$ cat src/rtl/toggle_counter_reg.sv
// Multi-bit toggle register / up-down counter with programmable terminal count.
// Modes 0-2 count with a wrap/saturate/reload policy; mode 3 is a per-bit toggle register.
module toggle_counter_reg #(
   parameter int unsigned width       = 8,
   parameter int unsigned maxVal      = 255,
   parameter int unsigned mode        = 0,
   parameter bit          invertClock = 1'b0
) (
   input  logic             clock,
   input  logic             reset,
   input  logic             preset,
   input  logic             load,
   input  logic [width-1:0] loadData,
   input  logic             up,
   input  logic [width-1:0] t,
   input  logic             tick,
   output logic [width-1:0] q,
   output logic [width-1:0] qBar,
   output logic             carryOut,
   output logic             zero
);

   localparam int unsigned W     = width;
   localparam logic [W-1:0] MAX_V = W'(maxVal);
   localparam logic [W-1:0] ONES  = '1;

   logic [W-1:0] count_q;
   logic [W-1:0] count_d;
   logic [W-1:0] next_c;

   // Ticked next state, including the terminal-count action for the chosen mode
   always_comb begin
      next_c = count_q;
      if (mode == 3) begin
         next_c = count_q ^ t;
      end else if (up) begin
         if (count_q < MAX_V) begin
            next_c = count_q + W'(1);
         end else begin
            case (mode)
               0:       next_c = '0;
               2:       next_c = loadData;
               default: next_c = count_q;
            endcase
         end
      end else if (count_q == '0) begin
         case (mode)
            0:       next_c = MAX_V;
            2:       next_c = loadData;
            default: next_c = count_q;
         endcase
      end else begin
         // Values above the terminal count (only reachable by load) still step down
         next_c = count_q - W'(1);
      end
   end

   // Control priority below reset: preset, then load, then tick
   always_comb begin
      count_d = count_q;
      if (preset) begin
         count_d = (mode == 3) ? ONES : MAX_V;
      end else if (load) begin
         count_d = loadData;
      end else if (tick) begin
         count_d = next_c;
      end
   end

   // Active edge is fixed at elaboration; only one of these branches exists
   generate
      if (invertClock) begin : g_negedge
         always_ff @(negedge clock) begin
            if (reset) count_q <= '0;
            else       count_q <= count_d;
         end
      end else begin : g_posedge
         always_ff @(posedge clock) begin
            if (reset) count_q <= '0;
            else       count_q <= count_d;
         end
      end
   endgenerate

   // Terminal strobe coincides with the edge that performs the terminal action
   always_comb begin
      carryOut = 1'b0;
      if (mode == 3) begin
         carryOut = tick & ((count_q ^ t) == '0);
      end else if (up) begin
         carryOut = tick & (count_q >= MAX_V);
      end else begin
         carryOut = tick & (count_q == '0);
      end
   end

   assign q    = count_q;
   assign qBar = ~count_q;
   assign zero = (count_q == '0);

endmodule
$ cat config.mk
export PLATFORM = sky130hd
export DESIGN_NAME = toggle_counter_reg
export DESIGN_NICKNAME = d
export VERILOG_FILES = /design/src/rtl/toggle_counter_reg.sv
export SDC_FILE = /design/constraint.sdc
export NUM_CORES = 1
export LEC_CHECK = 0
export CELL_PAD_IN_SITES_DETAIL_PLACEMENT = 0
export CELL_PAD_IN_SITES_GLOBAL_PLACEMENT = 2
export CORE_UTILIZATION = 24
export DETAILED_ROUTE_END_ITERATION = 12
export HOLD_SLACK_MARGIN = 0.1
export PLACE_DENSITY_LB_ADDON = 0.1
export SETUP_SLACK_MARGIN = 0.1
export SLEW_MARGIN = 20
export SYNTH_ARGS = -nofsm -noshare
export SYNTH_HDL_FRONTEND = slang
export SYNTH_SLANG_ARGS = --single-unit
$ cat constraint.sdc
create_clock -name clock -period 3.92 [get_ports clock]
set_input_delay 0.392 -clock clock [delete_from_list [all_inputs] [get_ports clock]]
set_output_delay 0.392 -clock clock [all_outputs]
set_load 0.03 [all_outputs]
==> results by group <==
GRT
  – First-pass GRT wire length: between 4000 and 5000 um
  – Tot GR Track Use: between 10 and 15%
  – Vias in the first global route: 949
  – Grt ovf: 0
  – Antenna violations before repair: 0
  – Largest net degree at the start of global routing: 19

Clock network
  – Clk sinks: 8
  – H-tree depth: 1
  – Worst-Skew Late Latency: roughly 0.23 ns
  – Largest buffer count on any clock path: 2
  – Post CTS Setup Buffer Count: 0
  – TritonCTS Buffers: 3
  – Post-CTS resize count: 0
  – CTS tree: yes
  – Clk slew on worst S/H paths: 0.04 ns
  – Post-CTS Hold Buffers: 0
  – CTS root buffer: clkbuf_8

Synth
  – Mapped cell area: roughly 950 sq um
  – Register area share after synthesis: between 10% and 20%
  – Number of flops mapped to enable cells by yosys: 0
  – Synth unique cells: 45
  – Post-synth ARST share: 0%
  – Top cells by area, synth: dfxtp_1 17%, nor3_1 7.9%, a21oi_1 5.3%, buf_4 4.7%, ha_1 3.9%
  – Commonest cells in the netlist: 15 x nor3_1, 10 x a21oi_1, 8 x dfxtp_1, 8 x nand2_1, 7 x inv_1
  – Synth top area share: roughly 17%
  – Ys Warns: 0
  – Synth Register Bits: 8
  – Mapped Cells: 127
  – Synth area leader: dfxtp_1
  – Net count after synthesis: roughly 150
  – Most frequent cell after synthesis: nor3_1
  – Mean post-synth cell area: between 7 and 8 sq um
  – Top FF cell, synth: dfxtp_1

Job
  – # Max-Cap Violations: 0

Critical path
  – Setup crit end kind: output port
  – Crit-path slowest cell: clkdlybuf4s50_1
  – Critical Path Max Stage Delay: ~0.7 ns
  – Worst-path fanout max: 10
  – Crit path required time: 3.53 ns
  – Startpoint Class: register
  – Critical path class: register to output port
  – Cell Chain, Critical Path: inv_1 > ha_1 > or4b_4 > nor2_4 > a21oi_1 > nor2b_1 > clkdlybuf4s50_1
  – WP data arrival: roughly 2.6 ns

Drt
  – Vias: 1008
  – Routed vias/inst: 5.091
  – Initial DRC count: 23
  – DR WL met3: ~110 um
  – Met2 WL: 1426 um
  – Met1 Wirelength: about 1400 um
  – Wire per inst: between 10 and 15 um
  – First drt pass iteration count: 4
  – Routed Wire Length: 2964 um
  – DRC violations left: 0
  – Top routing layer in use: met4
  – Post-DRT Antenna Nets: 0

Timing
  – RSZ-0062 raised after global routing: no
  – Clk_skew: between 0.00015 and 0.0002 ns
  – Final Hold Fails: 0
  – Tcrit/Tclk final: about three quarters
  – Min Tclk post-route: ~3 ns
  – Slew HR: between 60% and 70%
  – Setup-failing EPs final: 0
  – Max-slew violations: 0
  – Worst-Margin Slew: 0.5839 ns
  – Max Clk Rate: 335.9 MHz
  – Setup_tns: 0 ns

Layout
  – Max reg flops: 8
  – Sequential Area: between 150 and 200 sq um
  – Layout Utilization: 33.79%
  – Fraction of layout instances using a drive strength above 1: about an eighth
  – Ant diodes: 0
  – Final net count: approximately 180
  – Area of the multi-input gates: 629.4 sq um
  – Layout Area Growth over Synthesis: 33.03%
  – Fill cells: between 400 and 500

Power and ir drop
  – Peak VDD IR: approximately 0.15 mV
  – Pwr/cell area: approximately 290 nW/um^2
  – Leakage power: around 0.43 nW

Die
  – Die area: approximately 4200 sq um
  – Row count: 22
  – Ports: 40
  – Die width: about 65 um
  – Core Area: approximately 3700 sq um
  – Starting Density: between 20% and 30%
  – Die Ht: 64.95 um

Placement
  – GPL Wtd Cong: 0.7545
  – IO Port Bufs: 31
  – DP HPWL: 2216 um

Worst hold path
  – Hold WC Path Type: register to register

Run status
  – Status: complete, no violations
-- logic make-up after synthesis --
logic type	after synthesis	share of synthesized area, %
XOR/XNOR	4	3.684
adder cells (fa/ha/maj)	3	3.948
buffers and inverters	27	16.97
AND/OR/NAND/NOR	46	27.37
multiplexers	1	1.053
AO/OA/AOI/OAI	38	30.13
flip-flops	8	16.84
-- worst paths after layout --
check        start        to  slack, ns  depth (start not counted)
max reg2reg   q[0]      q[7]       1.98                          6
min reg2reg   q[2]      q[2]       0.68                          2
min           q[2]      q[2]       0.68                          2
max           q[0]  carryOut       0.94                          7
-- layer usage --
metal / vias up / global-route usage, %
li1: 506 / -
met1: 478 / 18.17
met2: 22 / 26.43
met3: 2 / 3.697
met4: 0 / 2.500
met5: - / 0
-- layout by cell type (no fill, tap or decap), types with 2 or more instances in the layout --
| cell | count |
|---|---|
| clkbuf_8 | 3 |
| nand2b_1 | 2 |
| a31oi_1 | 2 |
| clkinv_1 | 5 |
| inv_1 | 7 |
| a21oi_1 | 10 |
| nor2_1 | 5 |
| clkdlybuf4s50_1 | 31 |
| dfxtp_1 | 8 |
| xnor2_1 | 4 |
| inv_2 | 3 |
| o2bb2ai_1 | 2 |
| nand4_1 | 2 |
| a311oi_1 | 3 |
| nor3_1 | 15 |
| nand3_1 | 5 |
| o21a_1 | 2 |
| nand2_1 | 8 |
| nor2b_1 | 2 |
| o21ai_1 | 6 |
| ha_1 | 3 |
-- final cells by class --
class	count	share of cell area [%]
multi-input cells	92	49.75
repair buffers	32	25.12
flip-flops and latches	8	12.66
well taps	48	4.748
inverters	15	4.451
clock buffers	3	3.264
-- worst max-delay path, delay by kind of cell (launching register included) --
kind            cells  cell delay, ns
compound gates      1            0.09
fa+ha+maj           1            0.17
flops               1            0.41
buf+inv             2            0.86
simple gates        3            0.82
-- stage by stage --
stage,hold slack (ns),instances,area [sq um],setup slack [ns],power [W]
2_1_floorplan,0.6203,127,950.9,1.189,0.0002184
3_3_place_gp,0.6767,195,1224,1.056,0.0002683
3_5_place_dp,0.6847,195,1224,1.025,0.0002679
4_1_cts,0.6868,198,1265,0.9056,0.0003730
5_1_grt,0.7326,198,1265,0.8039,0.0003900
6_report,0.6808,198,1265,0.9426,0.0003674
-- power by group --
| part | internal (W) | switching (W) |
|---|---|---|
| clock network | 0.0000668 | 0.0000353 |
| registers | 0.0000891 | 0.0000233 |
| logic | 0.0000688 | 0.0000841 |
| total | 0.000225 | 0.000143 |
Power figures use the tool's default switching activity.
